[src/rtl/kernel_fdtd_2d_mul_pipe.sv]
// Pipelined multiplier with valid tracking, clock-enable stall and configurable narrowing.
// Define KERNEL_FDTD_2D_MUL_SAT_EN to saturate (instead of wrap) when dout_WIDTH < din0_WIDTH+din1_WIDTH.
module kernel_fdtd_2d_mul_pipe #(
    parameter int ID         = 1,
    parameter int NUM_STAGE  = 3,
    parameter int din0_WIDTH = 10,
    parameter int din1_WIDTH = 11,
    parameter int dout_WIDTH = 20,
    parameter int SIGNED     = 0
) (
    input  logic                  ap_clk,
    input  logic                  ap_rst_n,
    input  logic                  ce,
    input  logic                  in_vld,
    input  logic [din0_WIDTH-1:0] din0,
    input  logic [din1_WIDTH-1:0] din1,
    output logic                  out_vld,
    output logic [dout_WIDTH-1:0] dout,
    output logic                  busy
);
    localparam int   P  = din0_WIDTH + din1_WIDTH;
    localparam logic SX = (SIGNED != 0);

    if (NUM_STAGE < 1 || NUM_STAGE > 8 || ID < 0) begin : g_bad_param
        $error("kernel_fdtd_2d_mul_pipe ID=%0d: NUM_STAGE=%0d outside 1..8", ID, NUM_STAGE);
    end

    logic [NUM_STAGE-1:0]  vld_q;
    logic [din0_WIDTH-1:0] ma;
    logic [din1_WIDTH-1:0] mb;
    logic [P-1:0]          ext_a;
    logic [P-1:0]          ext_b;
    logic [P-1:0]          prod;
    logic [P-1:0]          fin;
    logic [dout_WIDTH-1:0] nar;
    logic [dout_WIDTH-1:0] dout_q;

    always_ff @(posedge ap_clk) begin
        if (!ap_rst_n) begin
            vld_q <= '0;
        end else if (ce) begin
            vld_q[0] <= in_vld;
            for (int unsigned i = 1; i < NUM_STAGE; i++) begin
                vld_q[i] <= vld_q[i-1];
            end
        end
    end

    // With a single stage the multiply consumes the raw inputs; otherwise stage 1 only registers operands.
    if (NUM_STAGE == 1) begin : g_mul_s1
        assign ma = din0;
        assign mb = din1;
    end else begin : g_mul_s2
        logic [din0_WIDTH-1:0] a_q;
        logic [din1_WIDTH-1:0] b_q;
        always_ff @(posedge ap_clk) begin
            if (!ap_rst_n) begin
                a_q <= '0;
                b_q <= '0;
            end else if (ce) begin
                a_q <= din0;
                b_q <= din1;
            end
        end
        assign ma = a_q;
        assign mb = b_q;
    end

    // Extending both operands to P bits makes a P-bit multiply exact for either signedness.
    always_comb begin
        ext_a                   = {P{SX & ma[din0_WIDTH-1]}};
        ext_a[din0_WIDTH-1:0]   = ma;
        ext_b                   = {P{SX & mb[din1_WIDTH-1]}};
        ext_b[din1_WIDTH-1:0]   = mb;
        prod                    = ext_a * ext_b;
    end

    if (NUM_STAGE <= 2) begin : g_no_retime
        assign fin = prod;
    end else begin : g_retime
        logic [P-1:0] mid_q [NUM_STAGE-2];
        always_ff @(posedge ap_clk) begin
            if (!ap_rst_n) begin
                for (int unsigned i = 0; i < NUM_STAGE - 2; i++) begin
                    mid_q[i] <= '0;
                end
            end else if (ce) begin
                mid_q[0] <= prod;
                for (int unsigned i = 1; i < NUM_STAGE - 2; i++) begin
                    mid_q[i] <= mid_q[i-1];
                end
            end
        end
        assign fin = mid_q[NUM_STAGE-3];
    end

    if (dout_WIDTH >= P) begin : g_extend
        always_comb begin
            nar        = {dout_WIDTH{SX & fin[P-1]}};
            nar[P-1:0] = fin;
        end
    end else begin : g_narrow
`ifdef KERNEL_FDTD_2D_MUL_SAT_EN
        if (SIGNED != 0) begin : g_sat_s
            logic [P-dout_WIDTH:0] hi;
            assign hi = fin[P-1:dout_WIDTH-1];
            // In range only when every discarded bit equals the new sign bit.
            always_comb begin
                if ((&hi) || !(|hi)) begin
                    nar = fin[dout_WIDTH-1:0];
                end else begin
                    nar                 = '1;
                    nar[dout_WIDTH-1]   = 1'b0;
                    if (fin[P-1]) nar   = ~nar;
                end
            end
        end else begin : g_sat_u
            always_comb begin
                nar = (|fin[P-1:dout_WIDTH]) ? '1 : fin[dout_WIDTH-1:0];
            end
        end
`else
        assign nar = fin[dout_WIDTH-1:0];
`endif
    end

    always_ff @(posedge ap_clk) begin
        if (!ap_rst_n) begin
            dout_q <= '0;
        end else if (ce) begin
            dout_q <= nar;
        end
    end

    assign dout    = dout_q;
    assign out_vld = vld_q[NUM_STAGE-1];
    assign busy    = |vld_q;

endmodule
[config.mk]
export PLATFORM = sky130hd
export DESIGN_NAME = kernel_fdtd_2d_mul_pipe
export DESIGN_NICKNAME = d
export VERILOG_FILES = /design/src/rtl/kernel_fdtd_2d_mul_pipe.sv
export SDC_FILE = /design/constraint.sdc
export NUM_CORES = 1
export LEC_CHECK = 0
export BUFFER_PORTS_ARGS = -buffer_cell sky130_fd_sc_hd__buf_2
export CAP_MARGIN = 20
export CORE_MARGIN = 1.5
export CORE_UTILIZATION = 36
export CTS_BUF_LIST = sky130_fd_sc_hd__clkbuf_16
export CTS_CLUSTER_SIZE = 10
export DETAILED_ROUTE_END_ITERATION = 7
export GPL_ROUTABILITY_DRIVEN = 0
export GPL_TIMING_DRIVEN = 1
export PLACE_DENSITY = 0.55
export RECOVER_POWER = 50
export SYNTH_ARGS = -nofsm -noshare
export SYNTH_HDL_FRONTEND = slang
export SYNTH_SLANG_ARGS = --single-unit
[constraint.sdc]
create_clock -name ap_clk -period 12.4 [get_ports ap_clk]
set_clock_uncertainty 0.1 [all_clocks]
set_input_delay 1.86 -clock ap_clk [delete_from_list [all_inputs] [get_ports ap_clk]]
set_output_delay 1.86 -clock ap_clk [all_outputs]
set_load 0.005 [all_outputs]
==> flow_metrics.env <==
export IMPL_grt_first_pass_wirelength_mm=20.3
export IMPL_drive_gt1_share_pct=8.67
export IMPL_syn2layout_area_growth_pct=11.2
export IMPL_io_pins=47
export IMPL_clock_power_share_pct=43.2
export IMPL_nets=765
export IMPL_drv_slew=51
export IMPL_vdd_ir_drop_worst_v=0.0000614
export IMPL_critPathLaunchType="input port"
export IMPL_synth_top_family_by_area="adder cells"
export IMPL_path_clk_slew_ns=0.06
export IMPL_numCtsBuffers=9
export IMPL_critPathTopFamily="buffers and inverters"
export IMPL_cts_root_buffer="clkbuf_16"
export IMPL_syn_instance_count=596
export IMPL_whs_ns=0.407
export IMPL_finalHoldViolCount=0
export IMPL_postRouteAntennaNets=0
export IMPL_wl_per_cell_um=14.7
export IMPL_first_pass_iters=4
export IMPL_die_x_um=131
export IMPL_setup_violations=0
export IMPL_ys_ff_latch=64
export IMPL_synth_xor_area_share_pct=2.38
export IMPL_netlist_area_um2=5890
export IMPL_crit_arrival_ns=6.69
export IMPL_die_area_um2=17100
export IMPL_stdcell_count=839
export IMPL_wl_mm=12.3
export IMPL_clock_sinks=64
export IMPL_cts_buffer_depth=2
export IMPL_grt_max_degree=51
export IMPL_final_area_um2=6550
export IMPL_required_ns=12.51
export IMPL_rsz0062_at_grt="no"
export IMPL_initial_core_util_pct=36.9
export IMPL_worst_path_largest_cell_delay_ns=2.45
export IMPL_placed_cell_area_um2=6250
export IMPL_ys_warn_count=0
export IMPL_dr_first_iter_drc_count=193
export IMPL_synth_commonest_cells="70 x inv_1, 69 x fa_1, 67 x and2_1"
export IMPL_dp_cells=823
export IMPL_tns_ns=0
export IMPL_drcViolationCount=0
export IMPL_vias=4016
export IMPL_gr_total_overflow=0
export IMPL_fillers=1588
export IMPL_violations="capacitance limit, slew limit"
export IMPL_outcome="finished, violations left"
export IMPL_yosysTopAreaCellShare_pct=23.5
export IMPL_synth_area_leaders="fa_1 23%, dfxtp_1 15%, ha_1 11%, edfxtp_1 10%, mux2i_1 7.7%"
export IMPL_finalCritPeriodShare_pct=53.0
export IMPL_fin_crit_ns=6.58
export IMPL_ys_seq_area_share_pct=25.2
export IMPL_path_buf_inv=2
export IMPL_cellPowerDensity_nw_per_um2=92.5
export IMPL_dp_hpwl_mm=9.48
export IMPL_postCtsHoldBufs=0
export IMPL_coreArea_um2=15900
export IMPL_crit_slowest_cell="clkbuf_1"
export IMPL_p_sw_w=0.000172
export IMPL_synthArstFlopShare_pct=0
export IMPL_relSlewSlack_pct=-133
export IMPL_num_antenna_cells=0
export IMPL_dieHeight_um=131
export IMPL_muxShareOfSynthArea_pct=7.65
export IMPL_cts_tree="yes"
export IMPL_syn_num_nets=743
export IMPL_cts_setup_buffers=0
export IMPL_synth_fa_ha_area_share_pct=34.7
export IMPL_port_buffers=46
export IMPL_crit_type="in -> reg"
export IMPL_fmax_mhz=152
export IMPL_pwr_share_comb_pct=16.3
export IMPL_path_cells="buf_2 -> clkbuf_1 -> nand2_1 -> or3_1 -> mux2i_1 -> a311o_1"
export IMPL_swShare_pct=28.3
export IMPL_grt_pass1_vias=4169
export IMPL_yosys_area_share_simple_pct=18.2
export IMPL_leakage_nw=3.25
export IMPL_syn_avg_cell_area_um2=9.88
export IMPL_p_seq_share_pct=40.5
export IMPL_drt_vias_per_instance=4.79
export IMPL_tightest_slew_ns=3.49
export IMPL_finalPower_w=0.000606
export IMPL_drv_cap=1
export IMPL_ys_flop_type="dfxtp_1"
export IMPL_fp_row_count=46
export IMPL_synth_most_common_cell="inv_1"
export IMPL_ctsHtreeMaxLevel=3
export IMPL_synth_compound_area_share_pct=5.00
export IMPL_p_int_w=0.000434
export IMPL_crit_fanout=50
export IMPL_synthDistinctLibCells=38
export IMPL_synth_area_leader_cell="fa_1"
export IMPL_grtUsageTotal_pct=15.7
export IMPL_post_cts_resized=0
export IMPL_crit_path_end_kind="register"
export IMPL_synth_edf_count=20
export IMPL_antenna_found_initial=0
export IMPL_hp_class="reg -> reg"
export IMPL_clkLatencyLatePin_ns=0.35
==> power groups by stage <==
stage | Combinational (W) | Sequential (W) | Clock (W)
after global routing | 0.000112 | 0.000248 | 0.000277
after detailed placement | 0.0000985 | 0.000250 | 0
after CTS | 0.0000995 | 0.000245 | 0.000271
after global placement | 0.0000973 | 0.000249 | 0
after floorplan | 0.0000809 | 0.000237 | 0
final | 0.0000984 | 0.000245 | 0.000262
==> registers in the layout (all words and copies together) (netlist names) <==
signal and cells:
dout 20, g_retime.mid_q 20, g_mul_s2.b_q 11, g_mul_s2.a_q 10, vld_q 3
==> routing by layer <==
| metal | wire length, um | track usage (%) | share of wire (%) |
|---|---|---|---|
| met4 | 161 | 5.04 | 1.3 |
| met5 | 0 | 0 | 0 |
| met1 | 5620 | 19.5 | 46 |
| met3 | 287 | 3.09 | 2.3 |
| met2 | 6270 | 27.6 | 51 |
==> layout by cell type, fill, tap and decap left out, drive strengths merged, types with 14 or more instances in the layout <==
cell / count
fa: 69
nand2: 50
mux2i: 45
nor2b: 44
dfxtp: 44
nor2: 15
clkbuf: 22
edfxtp: 20
and2: 67
buf: 36
inv: 71
ha: 53
a21oi: 14
==> area by class of cell <==
class	instances	area, um2	area share (%)
multi-input combinational	426	4000	61.1
sequential	64	1480	22.6
clock buffer	11	275	4.20
tap	216	270	4.13
inverter	70	263	4.01
timing repair buffer	47	221	3.38
clock inverter	5	35.0	0.535
==> stage by stage <==
stage / worst slack [ns] / utilization, %
3_5_place_dp: 6.92 / 39.2
6_report: 5.82 / 41.1
4_1_cts: 6.90 / 41.2
5_1_grt: 5.17 / 41.1
2_1_floorplan: 7.27 / -
3_3_place_gp: 7.06 / 39.2
==> worst paths after layout <==
path                         from                    end  slack [ns]  cells after the start
max                            ce  g_retime.mid_q[0][12]        5.82                      6
min          g_retime.mid_q[0][0]                dout[0]        0.41                      2
max reg2reg       g_mul_s2.a_q[9]  g_retime.mid_q[0][12]        6.89                     16
min reg2reg  g_retime.mid_q[0][0]                dout[0]        0.41                      2
==> worst register-to-register path, cell delays in order, from the launching register on <==
cell	delay, ns
dfxtp_1	0.62
nand2_1	0.13
fa_1	0.50
fa_1	0.55
inv_1	0.06
fa_1	0.50
fa_1	0.54
inv_1	0.05
fa_1	0.53
inv_1	0.04
ha_1	0.38
a21oi_1	0.20
o21ai_0	0.16
a41o_1	0.28
a21oi_2	0.17
mux2i_1	0.09
a311o_1	0.33
==> kinds of logic (layout without fill, tap and decap cells) <==
logic type,after synthesis,after routing
flip-flops,64,64
AND/OR/NAND/NOR,198,198
AO/OA/AOI/OAI,45,45
buffers and inverters,106,133
XOR/XNOR,16,16
multiplexers,45,45
adder cells (fa/ha/maj),122,122
No activity file was read; power rests on OpenSTA's default activity.
